<file path="config.mk">
export PLATFORM = sky130hd
export DESIGN_NAME = addr_access_fsm
export DESIGN_NICKNAME = d
export VERILOG_FILES = /design/src/rtl/addr_access_fsm.sv
export SDC_FILE = /design/constraint.sdc
export NUM_CORES = 1
export LEC_CHECK = 0
export CORE_ASPECT_RATIO = 1.75
export CORE_MARGIN = 10
export CORE_UTILIZATION = 44
export DETAILED_ROUTE_END_ITERATION = 8
export GPL_ROUTABILITY_DRIVEN = 1
export PLACE_DENSITY = 0.81
export SYNTH_ARGS = -nofsm -noshare
export SYNTH_HDL_FRONTEND = slang
export SYNTH_SLANG_ARGS = --single-unit
export TNS_END_PERCENT = 20
</file>
<file path="constraint.sdc">
create_clock -name clk -period 4.9 [get_ports clk]
set_input_delay 0.735 -clock clk [delete_from_list [all_inputs] [get_ports clk]]
set_output_delay 0.735 -clock clk [all_outputs]
set_load 0.005 [all_outputs]
</file>
<file path="src/rtl/addr_access_fsm.sv">
// Multi-cycle sequencer for the array index / array amend instructions.
// Optional amend support is enabled by defining ADDR_ACCESS_AMEND_EN.

package addr_access_pkg;

  typedef struct packed {
    logic [2:0]  sel;
    logic [31:0] data;
    logic        mode;
  } reg_in_bus_t;

  typedef struct packed {
    logic [1:0]  mode;
    logic [31:0] address;
    logic [31:0] offset;
    logic [31:0] data;
  } mem_in_bus_t;

  typedef enum logic [3:0] {
    S_IDLE,
`ifdef ADDR_ACCESS_AMEND_EN
    S_RD_A,
    S_MEM_WR,
`endif
    S_RD_B,
    S_RD_C,
    S_MEM_RD,
    S_MEM_WAIT,
    S_WR_A,
    S_DONE
  } state_t;

endpackage

module addr_access_fsm
  import addr_access_pkg::*;
(
  input  logic        clk,
  input  logic        reset,
  input  logic        enable,
  input  logic        op,
  input  logic [2:0]  regA,
  input  logic [2:0]  regB,
  input  logic [2:0]  regC,
  input  logic [31:0] reg_data_out,
  input  logic [31:0] mem_out,
  output reg_in_bus_t reg_in,
  output mem_in_bus_t mem_in,
  output logic        finished,
  output state_t      state_dbg
);

  // Handshake: enable is a level request. It is sampled on every edge; while
  // high the sequence advances, dropping it returns to IDLE on the next edge
  // with no write issued. finished rises on the second DONE cycle and falls on
  // the edge that sees enable low, so a new run needs one low cycle between.

  state_t      state, next_state;
  logic [2:0]  sel_a_q, sel_b_q, sel_c_q;
  logic [31:0] addr_q, off_q, data_q;
  logic        finished_q;
  logic        amend;
  logic        start_amend;

`ifdef ADDR_ACCESS_AMEND_EN
  logic op_q;
  assign amend       = op_q;
  assign start_amend = op;
`else
  logic unused_op;
  assign unused_op   = op;
  assign amend       = 1'b0;
  assign start_amend = 1'b0;
`endif

  always_ff @(posedge clk or posedge reset) begin
    if (reset) state <= S_IDLE;
    else       state <= next_state;
  end

  always_comb begin
    next_state = state;
    if (state != S_IDLE && !enable) begin
      next_state = S_IDLE;
    end else begin
      case (state)
        S_IDLE: begin
          if (enable) begin
`ifdef ADDR_ACCESS_AMEND_EN
            next_state = start_amend ? S_RD_A : S_RD_B;
`else
            next_state = S_RD_B;
`endif
          end
        end
`ifdef ADDR_ACCESS_AMEND_EN
        S_RD_A:   next_state = S_RD_B;
        S_MEM_WR: next_state = S_DONE;
`endif
        S_RD_B:     next_state = S_RD_C;
`ifdef ADDR_ACCESS_AMEND_EN
        S_RD_C:     next_state = amend ? S_MEM_WR : S_MEM_RD;
`else
        S_RD_C:     next_state = S_MEM_RD;
`endif
        S_MEM_RD:   next_state = S_MEM_WAIT;
        S_MEM_WAIT: next_state = S_WR_A;
        S_WR_A:     next_state = S_DONE;
        S_DONE:     next_state = S_DONE;
        default:    next_state = S_IDLE;
      endcase
    end
  end

  // Register numbers are captured on start so outputs never follow decoder inputs.
  always_ff @(posedge clk or posedge reset) begin
    if (reset) begin
      sel_a_q    <= '0;
      sel_b_q    <= '0;
      sel_c_q    <= '0;
      addr_q     <= '0;
      off_q      <= '0;
      data_q     <= '0;
      finished_q <= 1'b0;
`ifdef ADDR_ACCESS_AMEND_EN
      op_q       <= 1'b0;
`endif
    end else begin
      finished_q <= (state == S_DONE) && enable;
      case (state)
        S_IDLE: begin
          if (enable) begin
            sel_a_q <= regA;
            sel_b_q <= regB;
            sel_c_q <= regC;
`ifdef ADDR_ACCESS_AMEND_EN
            op_q    <= start_amend;
`endif
          end
        end
`ifdef ADDR_ACCESS_AMEND_EN
        S_RD_A: addr_q <= reg_data_out;
`endif
        S_RD_B: begin
          if (amend) off_q  <= reg_data_out;
          else       addr_q <= reg_data_out;
        end
        S_RD_C: begin
          if (amend) data_q <= reg_data_out;
          else       off_q  <= reg_data_out;
        end
        S_MEM_WAIT: data_q <= mem_out;
        default: ;
      endcase
    end
  end

  always_comb begin
    reg_in = '0;
    mem_in = '0;
    case (state)
`ifdef ADDR_ACCESS_AMEND_EN
      S_RD_A: reg_in.sel = sel_a_q;
      S_MEM_WR: begin
        mem_in.mode    = 2'b01;
        mem_in.address = addr_q;
        mem_in.offset  = off_q;
        mem_in.data    = data_q;
      end
`endif
      S_RD_B: reg_in.sel = sel_b_q;
      S_RD_C: reg_in.sel = sel_c_q;
      S_MEM_RD, S_MEM_WAIT: begin
        mem_in.mode    = 2'b00;
        mem_in.address = addr_q;
        mem_in.offset  = off_q;
      end
      S_WR_A: begin
        reg_in.sel  = sel_a_q;
        reg_in.data = data_q;
        reg_in.mode = 1'b1;
      end
      default: ;
    endcase
  end

  assign finished  = finished_q;
  assign state_dbg = state;

endmodule

</file>
Yosys cells after proc, flatten, opt, wreduce, memory -nomap -nowiden
Index checks and enable logic that the tools add are counted.
{ "word_totals": {"word_cells": 29, "reg_bits": 110} }
{ "classes": {"n_eq_ne": 7, "n_mux": 6, "n_reduce_logical": 8} }
{ "op_table": {"columns": ["operator", "n"], "rows": [
  ["$mux 64", 1],
  ["$mux 33", 1],
  ["$pmux 4 s6", 1],
  ["$eq 4x3->1 const B", 3],
  ["$pmux 3 s3", 1],
  ["$eq 4x2->1 const B", 2],
  ["$mux 4", 2],
  ["$eq 4x1->1 const B", 1],
  ["$logic_not 4->1", 1],
  ["$reduce_bool 4->1", 1],
  ["$reduce_or 2->1", 2],
  ["$ne 3x3->1 const B", 1],
  ["$logic_and 1x1->1", 2],
  ["$reduce_and 2->1", 1],
  ["$logic_not 1->1", 1]
]} }

Depth between registers and ports, before layout
Gate-level depths: netlist of run 1.
{ "depth": {"ltp_word": 4, "depth_mapped": 6, "depth_no_buf": 2} }

Worst setup path before layout of run 1
No wires, ideal clock.
{ "synth_timing": {"path_kind": "register -> output", "from": "reg state[1] (netlist: state_dbg[1])", "to": "out mem_in[55] (netlist name)", "path_stages_with_launch": 7, "t_required_ns": 4.165, "arrival_ns": 1.461, "slack_ns": 2.704, "n_path_buf": 4, "cell_sequence": "dfrtp_1 buf_6 or3b_1 buf_2 buf_6 buf_6 a21boi_1"} }
{ "synth_lines": {"columns": ["item", "line_no", "source"], "rows": [
  ["start, declared", "58", "state_t state, next_state;"],
  ["start signal, assigned", "78", "else state <= next_state;"],
  ["end, declared", "48", "output mem_in_bus_t mem_in,"]
]} }

==> impl_summary.log, run 1 <==
INFO  metric floorplan.rows = 53
INFO  metric final-hold-violation-count = 0
INFO  metric achievable-frequency = between 0.2 and 0.3 GHz
INFO  metric route.detailed.drc = 0
INFO  metric timing.max_cap.violations = 0
INFO  metric postSynthRegisterBits = 109
INFO  metric cells_on_worst_hold_path = 1
INFO  metric finalMaxSlewViolations = 0
INFO  metric critPathMaxStageDelay = 760 ps
INFO  metric hpwlAfterDp = between 10000 and 15000 um
INFO  metric cts_made_buffers = 9
INFO  metric grt_antenna_before_repair = 0
INFO  metric chip_width = 103.6 um
INFO  metric final_area = 7393 um^2
INFO  metric tritoncts_clock_tree = built
INFO  metric synthCells = just under 400
INFO  metric detail_route.first_pass.iterations = 4
INFO  metric detail_route.wirelength = 13900 um
INFO  metric critical_r2r_capture = off_q[5]
INFO  metric yosysSeqAreaShare = 0.5074
INFO  metric placement.io_buffers = 179
INFO  metric power.density = 358.1 nW/um^2
INFO  metric slew_headroom = 0.2350
INFO  metric timing.critical_path.cells = or3b_4 > buf_4 > a21boi_0 > clkdlybuf4s50_1
INFO  metric startpoint_type = flip-flop
INFO  metric power.ir.vdd_worst = between 0.2 and 0.3 mV
INFO  metric fp.coreArea = 12000 um^2
INFO  metric die_h = about 170 um
INFO  metric hold_fix_buffers_at_cts = 0
INFO  metric first_global_vias = 3880
INFO  metric nets = 642
INFO  metric clockRootBuffer = clkbuf_16
INFO  metric worst_hold_start = data_q[5]
INFO  metric synthesis.area = approximately 5400 um^2
INFO  metric worst_ep_required_time = 4160 ps
INFO  metric post-route-min-period = 3724 ps
INFO  metric cts_htree_levels = 3
INFO  metric worst_clock_skew = 8.895 ps
INFO  metric finalNonFillerCells = 735
INFO  metric gp_routability_congestion = 0.7859
INFO  metric ys_warn_count = 0
INFO  metric fillerInstances = 943
INFO  metric grt_start_max_net_pins = 68
INFO  metric timing.critical_path.arrival = about 3000 ps
INFO  metric yosys.area.top_type_share = 0.5074
INFO  metric crit-reg2reg-launch = state_dbg[1]
INFO  metric antenna_left = 0
INFO  metric first_iter_violations = 90
INFO  metric num_antenna_cells = 0
INFO  metric avgSynthCellArea = 13.51 um^2
INFO  metric cts_setup_buffers = 0
INFO  metric rsz_0062_raised_after_global_routing = no
INFO  metric post-place-cells = 719
INFO  metric synth_cell_types = 25
INFO  metric finalSetupTns = 0 ps
INFO  metric avgViaCountPerCell = around 4.9
INFO  metric critical_path.endpoint_type = output pin
INFO  metric post_drt_wl_per_cell = 18.91 um
INFO  metric design.die.area = 17210 um^2
INFO  metric grtUsageTotal = 0.1584
INFO  metric whs_endpoint = data_q[5]
INFO  metric synthDominantAreaCellType = dfrtp_1
INFO  metric total_grt_overflow = 0
INFO  metric layout-drive-gt1-share = 0.2351
INFO  metric reported_leakage_power = 3.132 nW
INFO  metric least_margin_pin_slew = between 1000 and 1500 ps
INFO  metric outcome = finished clean
INFO  metric setup_viol_count_final = 0
INFO  metric areaGrowthSynthToFinish = 37.55%
INFO  metric worstSetupPathType = reg2out
INFO  metric worst_r2r_path_depth = 3
INFO  metric clk_latency = roughly 340 ps
INFO  metric cts_num_sinks = 109
INFO  metric crit_path_max_fanout = 67
INFO  metric io-pin-count = 216
INFO  metric clockBufferDepth = 2
INFO  metric ff2ff_setup_slack = 2370 ps
INFO  metric detailroute.via_count = roughly 3600
INFO  metric cts-resized-gates = 0
INFO  metric grt_first_pass_wirelength = between 20000 and 25000 um
INFO  metric synth.area.top_cells = dfrtp_1 51%, mux2_2 15%, mux2_4 8.9%
INFO  metric worstHoldPathType = reg2reg
INFO  metric clk_transition_reported_paths = 70 ps
INFO  metric placed_cell_area = 7108 um^2
INFO  metric fraction_of_the_cycle_the_final_worst_path_needs = 0.7599
INFO  metric timing.critical_path.slowest_stage_cell = or3b_4
INFO  metric initial_utilization = 0.4478
how the worst max path moves through the flow:
| stage | from | endpoint | slack (ps) | depth (start not counted) |
|---|---|---|---|---|
| after detailed placement | state_dbg[2] | mem_in[34] | 1530 | 4 |
| after global placement | state_dbg[2] | mem_in[34] | 1580 | 4 |
| final | state_dbg[2] | mem_in[34] | 1180 | 4 |
| after floorplan | reset | addr_q[0] | 1290 | 1 |
| after CTS | state_dbg[2] | mem_in[34] | 1160 | 4 |
| after global routing | state_dbg[2] | mem_in[34] | 1010 | 4 |
logic make-up (layout without fill, tap and decap cells):
logic type | Yosys count | count (layout) | share of synthesized area
AOI/OAI and AO/OA | 71 | 71 | 0.09986
buffers and inverters | 66 | 204 | 0.08706
other | 1 | 35 | 0.0006977
muxes | 108 | 108 | 0.2479
and+or+nand+nor | 43 | 43 | 0.05703
DFF | 109 | 109 | 0.5074
state kept, by name, summed over array words and instances (netlist names):
register   flops
addr_q        32
data_q        32
finished       1
off_q         32
sel_a_q        3
sel_b_q        3
sel_c_q        3
state_dbg      3
synthesized netlist by cell type:
cell type  instances
a21bo_2            1
a21boi_0          25
a21boi_1          41
a21oi_1            1
and2_1            32
and3b_1            1
buf_2              5
buf_4             39
buf_6              9
clkbuf_1          12
conb_1             1
dfrtp_1          109
inv_1              1
mux2_2            73
mux2_4            32
mux2i_1            3
nand2_1            1
nand2b_1           3
nand3b_1           1
nor2_1             1
nor3b_2            1
nor3b_4            1
nor4b_4            1
o2bb2ai_1          3
or3b_1             1
placed cells by master (no fill, tap or decap), types with 2 or more instances in the layout:
cell type,count
o2bb2ai_1,3
mux2_2,73
clkdlybuf4s50_1,179
mux2i_1,3
a21boi_1,41
conb_1,35
and2_1,32
clkbuf_16,9
nand2b_1,3
mux2_4,32
dfrtp_1,109
nor3b_4,2
clkinv_4,2
a21boi_0,25
buf_4,8
metrics by stage:
stage	util	worst slack, ps	hold WS (ps)	total power, W
after floorplan	-	1291	472.9	0.001746
after global placement	0.5922	1578	483.4	0.001936
after detailed placement	0.5922	1533	483.0	0.001978
after CTS	0.6160	1155	502.6	0.002688
after global routing	0.6160	1009	509.2	0.002788
final	0.6160	1176	499.2	0.002648
layout make-up:
cell class | instances | area, um^2 | area share
clock buffers | 11 | 242.7 | 0.03283
multi-input cells | 257 | 2316 | 0.3133
inverters | 1 | 6.256 | 0.0008462
clock inverters | 5 | 42.54 | 0.005754
flip-flops and latches | 109 | 2728 | 0.3689
repair buffers | 187 | 1852 | 0.2505
well taps | 165 | 206.4 | 0.02792
report_power, final:
group | total (W) | internal [W] | leakage [nW] | switching, W
Clock | 0.000697 | 0.000366 | 0.142 | 0.000331
Combinational | 0.000642 | 0.000452 | 1.70 | 0.000190
Sequential | 0.00131 | 0.00117 | 1.29 | 0.000136
Total | 0.00265 | 0.00199 | 3.13 | 0.000657
critical path: cells and delay by family (launching register included):
kind                   cells  cell delay (ps)
AOI/OAI and AO/OA          1              220
DFF                        1              710
and+or+nand+nor            1              760
buffers and inverters      2              950
layer usage:
| layer | GRT usage | vias to the layer above | wire [um] |
|---|---|---|---|
| li1 | - | 1642 | - |
| met1 | 0.1749 | 1770 | 5467 |
| met2 | 0.2741 | 146 | 7061 |
| met3 | 0.06566 | 9 | 1232 |
| met4 | 0.03822 | 0 | 135 |
| met5 | 0 | - | 0 |
Note: power is estimated with default switching activity, not from simulation.
==> inputs of run 2 (changes only) <==
--- a/config.mk
+++ b/config.mk
@@ -7,10 +7,10 @@
 export LEC_CHECK = 0
 export CORE_ASPECT_RATIO = 1.75
 export CORE_MARGIN = 10
-export CORE_UTILIZATION = 44
+export CORE_UTILIZATION = 40
 export DETAILED_ROUTE_END_ITERATION = 8
 export GPL_ROUTABILITY_DRIVEN = 1
-export PLACE_DENSITY = 0.81
+export PLACE_DENSITY = 0.78
 export SYNTH_ARGS = -nofsm -noshare
 export SYNTH_HDL_FRONTEND = slang
 export SYNTH_SLANG_ARGS = --single-unit
==> constraint.sdc (replaced) <==
create_clock -name clk -period 3.05 [get_ports clk]
set_input_delay 0.4575 -clock clk [delete_from_list [all_inputs] [get_ports clk]]
set_output_delay 0.4575 -clock clk [all_outputs]
set_load 0.005 [all_outputs]
==> impl_summary.log, run 2 (same netlist as run 1, synthesis figures left out) <==
INFO  metric outcome = finished clean
INFO  metric nets = 647 (+0.78%)
INFO  metric cts_num_sinks = 109 (unchanged)
INFO  metric layout-drive-gt1-share = 0.2417 (+0.006651)
INFO  metric placed_cell_area = 7183 um^2 (+1.1%)
INFO  metric cts_made_buffers = 9 (unchanged)
INFO  metric crit-reg2reg-launch = state_dbg[1]
INFO  metric post-route-min-period = 2784 ps
INFO  metric detail_route.wirelength = 14220 um (+2.3%)
INFO  metric finalMaxSlewViolations = 0 (unchanged)
INFO  metric grt_first_pass_wirelength = 22380 um (+0.34%)
INFO  metric power.density = 570.8 nW/um^2 (+59%)
INFO  metric total_grt_overflow = 0 (unchanged)
INFO  metric design.die.area = 18660 um^2 (+8.4%)
INFO  metric clockRootBuffer = clkbuf_16
INFO  metric power_frac_seq = 0.492 (-0.003)
INFO  metric combinationalPowerShare = 0.246 (+0.004)
INFO  metric worstHoldPathType = reg2reg
INFO  metric grt_antenna_before_repair = 0 (unchanged)
INFO  metric least_margin_pin_slew = 632.5 ps (-513.8 ps)
INFO  metric cts-resized-gates = 0 (unchanged)
INFO  metric final-hold-violation-count = 0 (unchanged)
INFO  metric num_antenna_cells = 0 (unchanged)
INFO  metric fp.coreArea = 13310 um^2 (+11%)
INFO  metric grt_start_max_net_pins = 110 (+62%)
INFO  metric achievable-frequency = 0.3592 GHz
INFO  metric largestRegisters = addr_q: 32 flops, data_q: 32 flops, off_q: 32 flops
INFO  metric setup_viol_count_final = 0 (unchanged)
INFO  metric slew_headroom = 0.5766 (+0.3416)
INFO  metric first_global_vias = 3939 (+1.5%)
INFO  metric gp_routability_congestion = 0.7722 (-1.7%)
INFO  metric route.detailed.drc = 0 (unchanged)
INFO  metric reported_leakage_power = 3.156 nW (+0.78%)
INFO  metric crit_path_max_fanout = 20 (-70%)
INFO  metric placement.io_buffers = 179 (unchanged)
INFO  metric detail_route.first_pass.iterations = 4 (unchanged)
INFO  metric die_h = 173.4 um (+4.3%)
INFO  metric final_area = 7472 um^2 (+1.1%)
INFO  metric cts_setup_buffers = 0 (unchanged)
INFO  metric final_common_cell = clkdlybuf4s50_1
INFO  metric antenna_left = 0 (unchanged)
INFO  metric critical_path.endpoint_type = output pin
INFO  metric first_iter_violations = 45 (-50%)
INFO  metric final_cell_mix = 179 x clkdlybuf4s50_1, 109 x dfrtp_1, 73 x mux2_2
INFO  metric clk_latency = 340 ps (about the same)
INFO  metric startpoint_type = flip-flop
INFO  metric power.ir.vdd_worst = 0.3651 mV (+46%)
INFO  metric fillerInstances = 1121 (+19%)
INFO  metric worstSetupPathType = reg2out
INFO  metric rsz_0062_raised_after_global_routing = no
INFO  metric power_report.internal_total = 0.003221 W (+62%)
INFO  metric clk_transition_reported_paths = 70 ps (about the same)
INFO  metric worst_ep_required_time = 2590 ps (-1570 ps)
INFO  metric floorplan.rows = 56 (+5.7%)
INFO  metric chip_width = 107.6 um (+3.9%)
INFO  metric timing.critical_path.arrival = 2330 ps (-660 ps)
INFO  metric grtUsageTotal = 0.1503 (-0.008114)
INFO  metric cts_htree_levels = 3 (unchanged)
INFO  metric p_sw_frac = 0.2448 (-0.003276)
INFO  metric avgViaCountPerCell = 4.776 (-1.6%)
INFO  metric post_drt_wl_per_cell = 18.99 um (+0.43%)
INFO  metric areaGrowthSynthToFinish = 39.01%
INFO  metric crit_path_start = state_dbg[1]
INFO  metric tritoncts_clock_tree = built
INFO  metric ff2ff_setup_slack = 990 ps (-1380 ps)
INFO  metric fraction_of_the_cycle_the_final_worst_path_needs = 0.9128
INFO  metric hold_fix_buffers_at_cts = 0 (unchanged)
INFO  metric detailroute.via_count = 3577 (+0.28%)
INFO  metric initial_utilization = 0.4038 (-0.04407)
INFO  metric net-switching-power = 0.001044 W (+59%)
INFO  metric hpwlAfterDp = 10620 um (+2.8%)
INFO  metric clock_power_frac = 0.262 (about the same)
INFO  metric worst_clock_skew = 8.851 ps (-0.04424 ps)
INFO  metric finalSetupTns = 0 ps (unchanged)
INFO  metric clockBufferDepth = 2 (unchanged)
INFO  metric io-pin-count = 216 (unchanged)
INFO  metric worst_hold_start = addr_q[28]
INFO  metric timing.max_cap.violations = 0 (unchanged)
INFO  metric finalCoreUtilization = 0.5613 (-0.05469)
## run 2: changes by cell type in the layout (fill, tap and decap cells not counted), sizes merged
cell	before	now
buf	8	13
clkbuf	11	12
clkinv	3	2
clkinvlp	0	3
inv	3	0
## run 2: area by class of cell
class,count,area (um^2),share of cell area
repair buffers,192,1914,0.2562
clock inverters,4,32.53,0.004354
clock buffers,12,256.5,0.03433
inverters,1,7.507,0.001005
multi-input cells,257,2316,0.3099
flip-flops and latches,109,2728,0.3650
well taps,174,217.7,0.02914
## run 2: worst max-delay path, stage by stage (launching register included)
cell and delay (ps):
dfrtp_1 390, or3b_4 530, buf_4 260, a21boi_0 230, clkdlybuf4s50_1 580
## run 2: power groups by stage
| stage | Sequential [W] | Combinational, W | Clock (W) |
|---|---|---|---|
| finish | 0.00210 | 0.00105 | 0.00112 |
| global route | 0.00216 | 0.00114 | 0.00123 |
| detailed placement | 0.00213 | 0.00106 | 0 |
| CTS | 0.00210 | 0.00107 | 0.00116 |
| floorplan | 0.00205 | 0.000758 | 0 |
| global placement | 0.00209 | 0.00103 | 0 |
## run 2: routing by layer
| layer | track usage | routed length [um] | up-vias |
|---|---|---|---|
| met5 | 0 | 0 | - |
| met4 | 0.03971 | 119 | 0 |
| met3 | 0.05287 | 1297 | 6 |
| met2 | 0.2632 | 7406 | 146 |
| met1 | 0.1657 | 5399 | 1775 |
| li1 | - | - | 1650 |
## run 2: metrics by stage
step	worst slack (ps)	std cells	total power [W]	hold slack, ps
CTS	251.2	749	0.004338	504.4
finish	265.8	749	0.004265	500.6
floorplan	1132	432	0.002805	472.9
detailed placement	633.2	733	0.003189	484.6
global route	155.4	749	0.004530	518.5
global placement	684.0	733	0.003119	482.6
## run 2: worst paths after layout
kind | depth (start not counted) | endpoint
worst max-delay path | 4 | mem_in[37]
worst min register to register | 1 | addr_q[28]
worst max register to register | 4 | off_q[5]
max in group asynchronous | 3 | addr_q[30]
min in group asynchronous | 3 | data_q[20]
worst min-delay path | 1 | addr_q[28]
==> inputs of run 3 (changes only) <==
--- a/config.mk
+++ b/config.mk
@@ -7,10 +7,10 @@
 export LEC_CHECK = 0
 export CORE_ASPECT_RATIO = 1.75
 export CORE_MARGIN = 10
-export CORE_UTILIZATION = 40
+export CORE_UTILIZATION = 47
 export DETAILED_ROUTE_END_ITERATION = 8
 export GPL_ROUTABILITY_DRIVEN = 1
-export PLACE_DENSITY = 0.78
+export PLACE_DENSITY = 0.86
 export SYNTH_ARGS = -nofsm -noshare
 export SYNTH_HDL_FRONTEND = slang
 export SYNTH_SLANG_ARGS = --single-unit
==> constraint.sdc (replaced) <==
create_clock -name clk -period 3.26 [get_ports clk]
set_input_delay 0.489 -clock clk [delete_from_list [all_inputs] [get_ports clk]]
set_output_delay 0.489 -clock clk [all_outputs]
set_load 0.005 [all_outputs]
==> impl_summary.log, run 3 (same netlist as run 1, synthesis figures left out) <==
INFO  metric cts_made_buffers = 9 (unchanged)
INFO  metric die_h = 161.5 um (-6.9%)
INFO  metric final_area = 7425 um^2 (-0.64%)
INFO  metric placement.io_buffers = 179 (unchanged)
INFO  metric final-hold-violation-count = 0 (unchanged)
INFO  metric finalMaxSlewViolations = 0 (unchanged)
INFO  metric grt_antenna_before_repair = 0 (unchanged)
INFO  metric detail_route.first_pass.iterations = 4 (unchanged)
INFO  metric seq_area = 2728 um^2 (unchanged)
INFO  metric outcome = finished clean
INFO  metric timing.critical_path.arrival = 2540 ps (+210 ps)
INFO  metric worst_ep_required_time = 2770 ps (+180 ps)
INFO  metric finalCoreUtilization = 0.6649 (+0.1036)
INFO  metric reported_leakage_power = 3.155 nW (about the same)
INFO  metric post-route-min-period = 3031 ps
INFO  metric tritoncts_clock_tree = built
INFO  metric fillerInstances = 808 (-28%)
INFO  metric grt_start_max_net_pins = 67 (-39%)
INFO  metric clk_transition_reported_paths = 80 ps (about the same)
INFO  metric nets = 649 (+0.31%)
INFO  metric num_antenna_cells = 0 (unchanged)
INFO  metric io-pin-count = 216 (unchanged)
INFO  metric clockBufferDepth = 2 (unchanged)
INFO  metric cts_htree_levels = 3 (unchanged)
INFO  metric critical_r2r_capture = data_q[25]
INFO  metric placed_cell_area = 7131 um^2 (-0.73%)
INFO  metric clockRootBuffer = clkbuf_16
INFO  metric hpwlAfterDp = 10810 um (+1.8%)
INFO  metric power.density = 536.5 nW/um^2 (-6.0%)
INFO  metric final_cell_mix = 179 x clkdlybuf4s50_1, 109 x dfrtp_1, 73 x mux2_2
INFO  metric worst_r2r_path_depth = 3 (-1)
INFO  metric crit_path_max_fanout = 66 (+230%)
INFO  metric power.ir.vdd_worst = 0.3018 mV (-17%)
INFO  metric worstSetupPathType = reg2out
INFO  metric grtUsageTotal = 0.1701 (+0.01984)
INFO  metric first_iter_violations = 107 (+140%)
INFO  metric gp_routability_congestion = 0.7862 (+1.8%)
INFO  metric cts-resized-gates = 0 (unchanged)
INFO  metric detailroute.via_count = 3600 (+0.64%)
INFO  metric final_common_cell = clkdlybuf4s50_1
INFO  metric ff2ff_setup_slack = 930 ps (-60 ps)
INFO  metric finalSetupTns = 0 ps (unchanged)
INFO  metric fp.coreArea = 11170 um^2 (-16%)
INFO  metric total_grt_overflow = 0 (unchanged)
INFO  metric grt_first_pass_wirelength = 22320 um (-0.28%)
INFO  metric timing.max_cap.violations = 0 (unchanged)
INFO  metric least_margin_pin_slew = 761.5 ps (+129.0 ps)
INFO  metric crit_path_start = state_dbg[1]
INFO  metric initial_utilization = 0.4813 (+0.07759)
INFO  metric avgViaCountPerCell = 5.078 (+6.3%)
INFO  metric holdWs = 460.9 ps (-39.78 ps)
INFO  metric layout-drive-gt1-share = 0.2444 (+0.002628)
INFO  metric startpoint_type = flip-flop
INFO  metric first_global_vias = 4003 (+1.6%)
INFO  metric floorplan.rows = 51 (-8.9%)
INFO  metric crit_path_end = mem_in[40]
INFO  metric antenna_left = 0 (unchanged)
INFO  metric worst_clock_skew = 11.01 ps (+2.164 ps)
INFO  metric largestRegisters = addr_q: 32 flops, data_q: 32 flops, off_q: 32 flops
INFO  metric multiInputGateArea = 2316 um^2 (unchanged)
INFO  metric areaGrowthSynthToFinish = 38.13%
INFO  metric design_power_total = 0.003983 W (-6.6%)
INFO  metric clk_latency = 340 ps (about the same)
INFO  metric critical_path.endpoint_type = output pin
INFO  metric rsz_0062_raised_after_global_routing = no
INFO  metric worstHoldPathType = in2async
INFO  metric post_drt_wl_per_cell = 20.03 um (+5.5%)
INFO  metric design.die.area = 16280 um^2 (-13%)
INFO  metric cts_num_sinks = 109 (unchanged)
INFO  metric crit-reg2reg-launch = state_dbg[1]
INFO  metric chip_width = 100.8 um (-6.3%)
INFO  metric detail_route.wirelength = 14200 um (-0.16%)
INFO  metric route.detailed.drc = 0 (unchanged)
INFO  metric slew_headroom = 0.4923 (-0.08425)
INFO  metric hold_fix_buffers_at_cts = 0 (unchanged)
INFO  metric achievable-frequency = roughly 0.33 GHz
INFO  metric fraction_of_the_cycle_the_final_worst_path_needs = 0.9296
INFO  metric setup_viol_count_final = 0 (unchanged)
==> run 3: through the flow <==
stage / cells / setup slack (ps)
3_5_place_dp: 691 / 476.7
4_1_cts: 707 / 76.04
2_1_floorplan: 432 / 1310
3_3_place_gp: 691 / 514.4
5_1_grt: 709 / 118.4
6_report: 709 / 229.4
==> run 3: timing repair <==
action | 4_1_cts | 5_1_grt
setup endpoints to repair | 0 | 1
hold endpoints to repair | 0 | 0
setup buffers | 0 | 2
==> run 3: worst min path at each step <==
stage            startpoint            to  slack (ps)  depth (start not counted)
6_report              reset    data_q[16]         460                          2
5_1_grt               reset    data_q[16]         490                          2
4_1_cts               reset    data_q[16]         460                          2
3_5_place_dp     data_q[17]    data_q[17]         490                          1
3_3_place_gp   state_dbg[2]  state_dbg[0]         470                          1
2_1_floorplan     data_q[0]     data_q[0]         470                          1
==> run 3: final cells by class <==
class | count | share of cell area
Timing Repair Buffer | 194 | 0.2599
Sequential cell | 109 | 0.3674
Clock buffer | 11 | 0.03269
Clock inverter | 5 | 0.004887
Multi-Input combinational cell | 257 | 0.3119
Tap cell | 132 | 0.02224
Inverter | 1 | 0.001011
==> run 3: worst max-delay path, stage by stage (launching register included) <==
cell and delay [ps]:
dfrtp_1 540, or3b_4 740, a21boi_0 330, clkdlybuf4s50_1 560
==> run 3: routing by layer <==
metal / global-route usage / share of wire / up-vias
li1: - / - / 1651
met1: 0.1803 / 0.35 / 1783
met2: 0.2974 / 0.53 / 151
met3: 0.06707 / 0.11 / 15
met4: 0.05226 / 0.016 / 0
met5: 0 / 0 / -
==> run 3: power breakdown <==
part           leakage (nW)  internal [W]  switching (W)
Clock                 0.128      0.000540       0.000482
Combinational          1.74      0.000688       0.000291
Sequential             1.29       0.00176       0.000218
Total                  3.15       0.00299       0.000990
